File: config.mk
export PLATFORM = sky130hd
export DESIGN_NAME = mixer_sequencer
export DESIGN_NICKNAME = d
export VERILOG_FILES = /design/src/rtl/mixer_sequencer.sv
export SDC_FILE = /design/constraint.sdc
export NUM_CORES = 1
export LEC_CHECK = 0
export ABC_AREA = 1
export BUFFER_PORTS_ARGS = -buffer_cell sky130_fd_sc_hd__buf_2
export CAP_MARGIN = 30
export CORE_UTILIZATION = 55
export DETAILED_ROUTE_END_ITERATION = 8
export GPL_ROUTABILITY_DRIVEN = 0
export PLACE_DENSITY = 0.73
export REMOVE_ABC_BUFFERS = 1
export SYNTH_ARGS = -nofsm -noshare
export SYNTH_HDL_FRONTEND = slang
export SYNTH_SLANG_ARGS = --single-unit
File: constraint.sdc
create_clock -name bclk -period 15 [get_ports bclk]
set_input_delay 3 -clock bclk [delete_from_list [all_inputs] [get_ports bclk]]
set_output_delay 3 -clock bclk [all_outputs]
set_load 0.02 [all_outputs]
File: src/rtl/mixer_sequencer.sv
// Time-multiplexed N-channel mixer: snapshot on lrclk rise, one MAC per bclk, scaled output.
// Optional build macro MIXER_SAT_EN: clamp to signed BITSIZE range (otherwise wrap).
module mixer_sequencer #(
  parameter int BITSIZE  = 16,
  parameter int CHANNELS = 4,
  parameter int GAINBITS = 8
) (
  input  logic                         bclk,
  input  logic                         resetn,
  input  logic                         lrclk,
  input  logic [CHANNELS*BITSIZE-1:0]  in_bus,
  input  logic                         cfg_we,
  input  logic [$clog2(CHANNELS)-1:0]  cfg_addr,
  input  logic [GAINBITS-1:0]          cfg_gain,
  input  logic                         cfg_mute,
  output logic [BITSIZE-1:0]           out,
  output logic                         out_valid,
  output logic                         busy,
  output logic                         overrun
);

  localparam int CW   = $clog2(CHANNELS);
  localparam int PW   = BITSIZE + GAINBITS + 1;
  localparam int ACCW = BITSIZE + GAINBITS + CW + 1;
  localparam logic [GAINBITS-1:0] GAIN_RST = {{(GAINBITS-1){1'b0}}, 1'b1} << (GAINBITS-2);
  localparam logic [CW:0]         CHAN_LIM = CHANNELS[CW:0];
  localparam logic [CW-1:0]       LAST_CH  = CW'(CHANNELS-1);

  typedef enum logic [1:0] {
    ST_IDLE = 2'd0,
    ST_ACC  = 2'd1,
    ST_OUT  = 2'd2
  } state_t;

  state_t                      state_q;
  logic                        lrclk_q;
  logic [GAINBITS-1:0]         live_gain_q [CHANNELS];
  logic [CHANNELS-1:0]         live_mute_q;
  logic [GAINBITS-1:0]         work_gain_q [CHANNELS];
  logic [CHANNELS-1:0]         work_mute_q;
  logic signed [BITSIZE-1:0]   sample_q [CHANNELS];
  logic signed [ACCW-1:0]      acc_q;
  logic [CW-1:0]               ch_q;
  logic [BITSIZE-1:0]          out_q;
  logic                        out_valid_q;
  logic                        busy_q;
  logic                        overrun_q;

  logic                        edge_d;
  logic signed [PW-1:0]        prod_d;
  logic signed [ACCW-1:0]      term_d;
  logic signed [ACCW-1:0]      acc_d;
  logic signed [ACCW-1:0]      shifted_d;
  logic [BITSIZE-1:0]          result_d;

`ifdef MIXER_SAT_EN
  localparam logic signed [ACCW-1:0] SAT_MAX = {{(ACCW-BITSIZE+1){1'b0}}, {(BITSIZE-1){1'b1}}};
  localparam logic signed [ACCW-1:0] SAT_MIN = {{(ACCW-BITSIZE+1){1'b1}}, {(BITSIZE-1){1'b0}}};
`else
  logic                        unused_hi_d;
`endif

  // MAC step for the current channel and the scaled result of the final sum
  always_comb begin
    edge_d    = lrclk & ~lrclk_q;
    prod_d    = PW'(sample_q[ch_q]) * PW'($signed({1'b0, work_gain_q[ch_q]}));
    if (work_mute_q[ch_q]) begin
      term_d = {ACCW{1'b0}};
    end else begin
      term_d = ACCW'(prod_d);
    end
    acc_d     = acc_q + term_d;
    shifted_d = acc_d >>> (GAINBITS-1);
`ifdef MIXER_SAT_EN
    if (shifted_d > SAT_MAX) begin
      result_d = SAT_MAX[BITSIZE-1:0];
    end else if (shifted_d < SAT_MIN) begin
      result_d = SAT_MIN[BITSIZE-1:0];
    end else begin
      result_d = shifted_d[BITSIZE-1:0];
    end
`else
    result_d    = shifted_d[BITSIZE-1:0];
    unused_hi_d = ^shifted_d[ACCW-1:BITSIZE];
`endif
  end

  // Config registers, frame sequencer and registered outputs
  always_ff @(posedge bclk) begin
    if (!resetn) begin
      state_q     <= ST_IDLE;
      lrclk_q     <= 1'b1;
      live_mute_q <= {CHANNELS{1'b0}};
      work_mute_q <= {CHANNELS{1'b0}};
      acc_q       <= {ACCW{1'b0}};
      ch_q        <= {CW{1'b0}};
      out_q       <= {BITSIZE{1'b0}};
      out_valid_q <= 1'b0;
      busy_q      <= 1'b0;
      overrun_q   <= 1'b0;
      for (int k = 0; k < CHANNELS; k++) begin
        live_gain_q[k] <= GAIN_RST;
        work_gain_q[k] <= GAIN_RST;
        sample_q[k]    <= {BITSIZE{1'b0}};
      end
    end else begin
      lrclk_q     <= lrclk;
      out_valid_q <= 1'b0;
      overrun_q   <= 1'b0;
      if (cfg_we && ({1'b0, cfg_addr} < CHAN_LIM)) begin
        live_gain_q[cfg_addr] <= cfg_gain;
        live_mute_q[cfg_addr] <= cfg_mute;
      end
      case (state_q)
        ST_IDLE: begin
          if (edge_d) begin
            // Snapshot reads pre-write live values, so a same-cycle write lands next frame
            for (int k = 0; k < CHANNELS; k++) begin
              sample_q[k]    <= in_bus[k*BITSIZE +: BITSIZE];
              work_gain_q[k] <= live_gain_q[k];
            end
            work_mute_q <= live_mute_q;
            acc_q       <= {ACCW{1'b0}};
            ch_q        <= {CW{1'b0}};
            busy_q      <= 1'b1;
            state_q     <= ST_ACC;
          end
        end
        ST_ACC: begin
          overrun_q <= edge_d;
          acc_q     <= acc_d;
          if (ch_q == LAST_CH) begin
            ch_q        <= {CW{1'b0}};
            out_q       <= result_d;
            out_valid_q <= 1'b1;
            state_q     <= ST_OUT;
          end else begin
            ch_q <= ch_q + CW'(1);
          end
        end
        ST_OUT: begin
          overrun_q <= edge_d;
          busy_q    <= 1'b0;
          state_q   <= ST_IDLE;
        end
        default: begin
          busy_q  <= 1'b0;
          state_q <= ST_IDLE;
        end
      endcase
    end
  end

  assign out       = out_q;
  assign out_valid = out_valid_q;
  assign busy      = busy_q;
  assign overrun   = overrun_q;

endmodule

==> out/qor.txt <==
Final Hold Violating Endpoints: 0
CP Launch Type: flip-flop
H-tree Lvls: 4
Lkg Pwr: 7.544 nW
Insertion delay to the later sink of the worst-skew pair: 440 ps
Multi-input logic area: 7107 um^2
Die Ht: 159.7 um
Most frequent cells in the layout: nand2_1 (337), inv_1 (335), nor2_1 (274)
Final nets: 1997
GR Util All Layers: 24.71%
CTS root buffer: clkbuf_16
Remaining DRCs: 0
Main synth FF type: edfxtp_1
Min Tclk post-route: 8066 ps
Psw: 1.422 mW
PortBufs: 97
Syn avg cell area: 8.182 um^2
Worst VDD drop: 0.0001076 V
Clk slew on worst S/H paths: 80 ps
RSZ-0062 raised after global routing: no
Initial core utilization: 56.22%
Final worst slack: 6934 ps
Switch share: 50.32%
Largest fanout on the critical path: 51
Die area: 25490 um^2
Post-synth EDFFs: 128
Vias in the first global route: 10767
Critical path class: reg -> reg
Register area share after synthesis: 36.46%
Hold_ws: 464.3 ps
Power Internal: 1.403 mW
Asr flop ratio synth: 0%
Max_cap viols: 0
Post-CTS setup buffer count: 0
Largest net degree at the start of global routing: 97
Post-synth top area share: 28.11%
Clk pwr share: 16.5%
Layout cells sized above 1: 11.57%
Num rows: 57
First-pass DRT Iterations: 6
Syn Std Cell Area: 13670 um^2
CTS tree: yes
Detailed-route via count: 10888
Clk_skew: 17.81 ps
Max Freq: 124.0 MHz
Post-synth top area cell: edfxtp_1
Power density over the cells: 188.1 nW/um^2
Pre-CTS setup slack: 6993 ps
Via/cell ratio: 5.217
IO Pins: 98
Final worst path period share: 53.77%
Die W: 159.7 um
Max_slew headroom: 17.59%
Synthesis Warnings: 0
Area contributors post-synth: edfxtp_1 (28%), fa_1 (14%), nand2_1 (9.3%)
FF+latch count, synth: 185
Antenna violations before repair: 0
Detailed-route wire length: 29.98 mm
CP arrival: 8390 ps
Slowest CP cell: a32oi_1
Clock buffer depth: 2
Hold/Removal Path Class: reg -> reg
Hold-fix buffers at CTS: 0
Leading cell type in the layout, fill and taps excluded: nand2_1
Fill count: 2098
Post-route setup TNS: 0 ps
Hpwl dp: 22.65 mm
Setup crit end kind: flip-flop
Unique masters post-synth: 47
Total clock sinks: 185
Part of the power in combinational logic: 62.6%
First-pass GRT wire length: 50.81 mm
PostCTS Resize Cnt: 0
Routed WL per cell: 14.36 um
Post-Synthesis Cells: 1671
Slowest stage delay, CP: 1010 ps
Slew @ Worst Pin: 1236 ps
Status: complete, no violations
Diode count: 0
Antenna Nets Post-Route: 0
Iteration-0 DRC Markers: 804
CTS Buf Count: 17
Core area: 24320 um^2
Layout area overhead: 9.848%
Slew Limit Fails: 0
Flop pwr share: 20.9%
Worst path required time: 15320 ps
GRT overflow: 0
FF/Latch Area: 4985 um^2
Final setup fails: 0
[sequential cells by signal, summed over array words and instances (netlist names), named ones only]
| name | cells |
|---|---|
| acc_q | 23 |
| busy | 1 |
| ch_q | 2 |
| live_gain_q | 32 |
| live_mute_q | 4 |
| lrclk_q | 1 |
| out | 16 |
| out_valid | 1 |
| overrun | 1 |
| sample_q | 64 |
| state_q | 2 |
| work_gain_q | 32 |
| work_mute_q | 4 |
[cell type report]
| class | instances | share of cell area [%] |
|---|---|---|
| clock buffer | 17 | 2.833 |
| clock inverter | 15 | 1.266 |
| inverter | 363 | 9.073 |
| multi-input combinational | 1080 | 47.32 |
| sequential | 185 | 33.19 |
| tap | 324 | 2.699 |
| timing repair buffer | 103 | 3.616 |
[final timing paths]
path                          startpoint                          end  slack [ps]  cells after the start
min          live_mute_q[0]$_SDFFE_PN0P_  live_mute_q[0]$_SDFFE_PN0P_         460                      2
max reg2reg                    flip-flop         out[15]$_SDFFE_PN0P_        6930                     33
min reg2reg  live_mute_q[0]$_SDFFE_PN0P_  live_mute_q[0]$_SDFFE_PN0P_         460                      2
max                            flip-flop         out[15]$_SDFFE_PN0P_        6930                     33
[through the flow]
stage	cells	power, mW	utilization (%)	instance area, um^2
floorplan	1628	1.942	-	13450
global placement	2054	2.320	59.14	14380
detailed placement	2054	2.345	59.14	14380
CTS	2086	2.819	61.67	15000
global route	2087	3.087	61.75	15020
finish	2087	2.825	61.75	15020
[power groups by stage]
stage / clock network [mW] / registers [mW] / logic (mW)
6_report: 0.466 / 0.589 / 1.77
5_1_grt: 0.490 / 0.593 / 2.00
4_1_cts: 0.472 / 0.590 / 1.76
3_5_place_dp: 0 / 0.601 / 1.74
3_3_place_gp: 0 / 0.600 / 1.72
2_1_floorplan: 0 / 0.603 / 1.34
[critical path: cells and delay by family (launching register included)]
kind / cells / cell delay, ps
AO/OA/AOI/OAI: 6 / 1520
adder cells (fa/ha/maj): 6 / 2790
buffers and inverters: 8 / 1540
flip-flops: 1 / 300
AND/OR/NAND/NOR: 13 / 1750
[per-layer routing]
metal | wire length, um | GRT usage, %
met5 | 0 | 0
met4 | 630 | 8.698
met3 | 1489 | 3.143
met2 | 14350 | 41.60
met1 | 13510 | 32.93
[cell usage after synthesis (3+ instances only)]
| cell type | number |
|---|---|
| a32oi_2 | 18 |
| nand3_2 | 6 |
| xnor2_1 | 9 |
| dfxtp_1 | 57 |
| nand4_1 | 9 |
| buf_6 | 6 |
| o21ai_1 | 3 |
| or2_2 | 4 |
| nor3_1 | 9 |
| o21ai_0 | 43 |
| clkbuf_1 | 24 |
| xor2_1 | 9 |
| edfxtp_1 | 128 |
| inv_2 | 23 |
| a32oi_1 | 4 |
| nor2_1 | 274 |
| inv_1 | 335 |
| o211ai_1 | 4 |
| a21o_1 | 4 |
| o21a_1 | 3 |
| buf_2 | 9 |
| nand2_2 | 6 |
| nand2_1 | 338 |
| fa_1 | 98 |
| nand3_1 | 37 |
| ha_1 | 70 |
| a21oi_1 | 107 |
| clkinv_1 | 5 |
[cells by family (layout without fill, tap and decap cells)]
logic type / count (synthesis) / count (layout) / share of synthesized area, %
adder cells (fa/ha/maj): 168 / 168 / 20.76
AND/OR/NAND/NOR: 692 / 692 / 20.44
flip-flops: 185 / 185 / 36.46
AO/OA/AOI/OAI: 201 / 201 / 9.509
XOR/XNOR: 18 / 18 / 1.153
multiplexers: 1 / 1 / 0.07322
buffers and inverters: 406 / 498 / 11.61
Power figures use the tool's default switching activity.
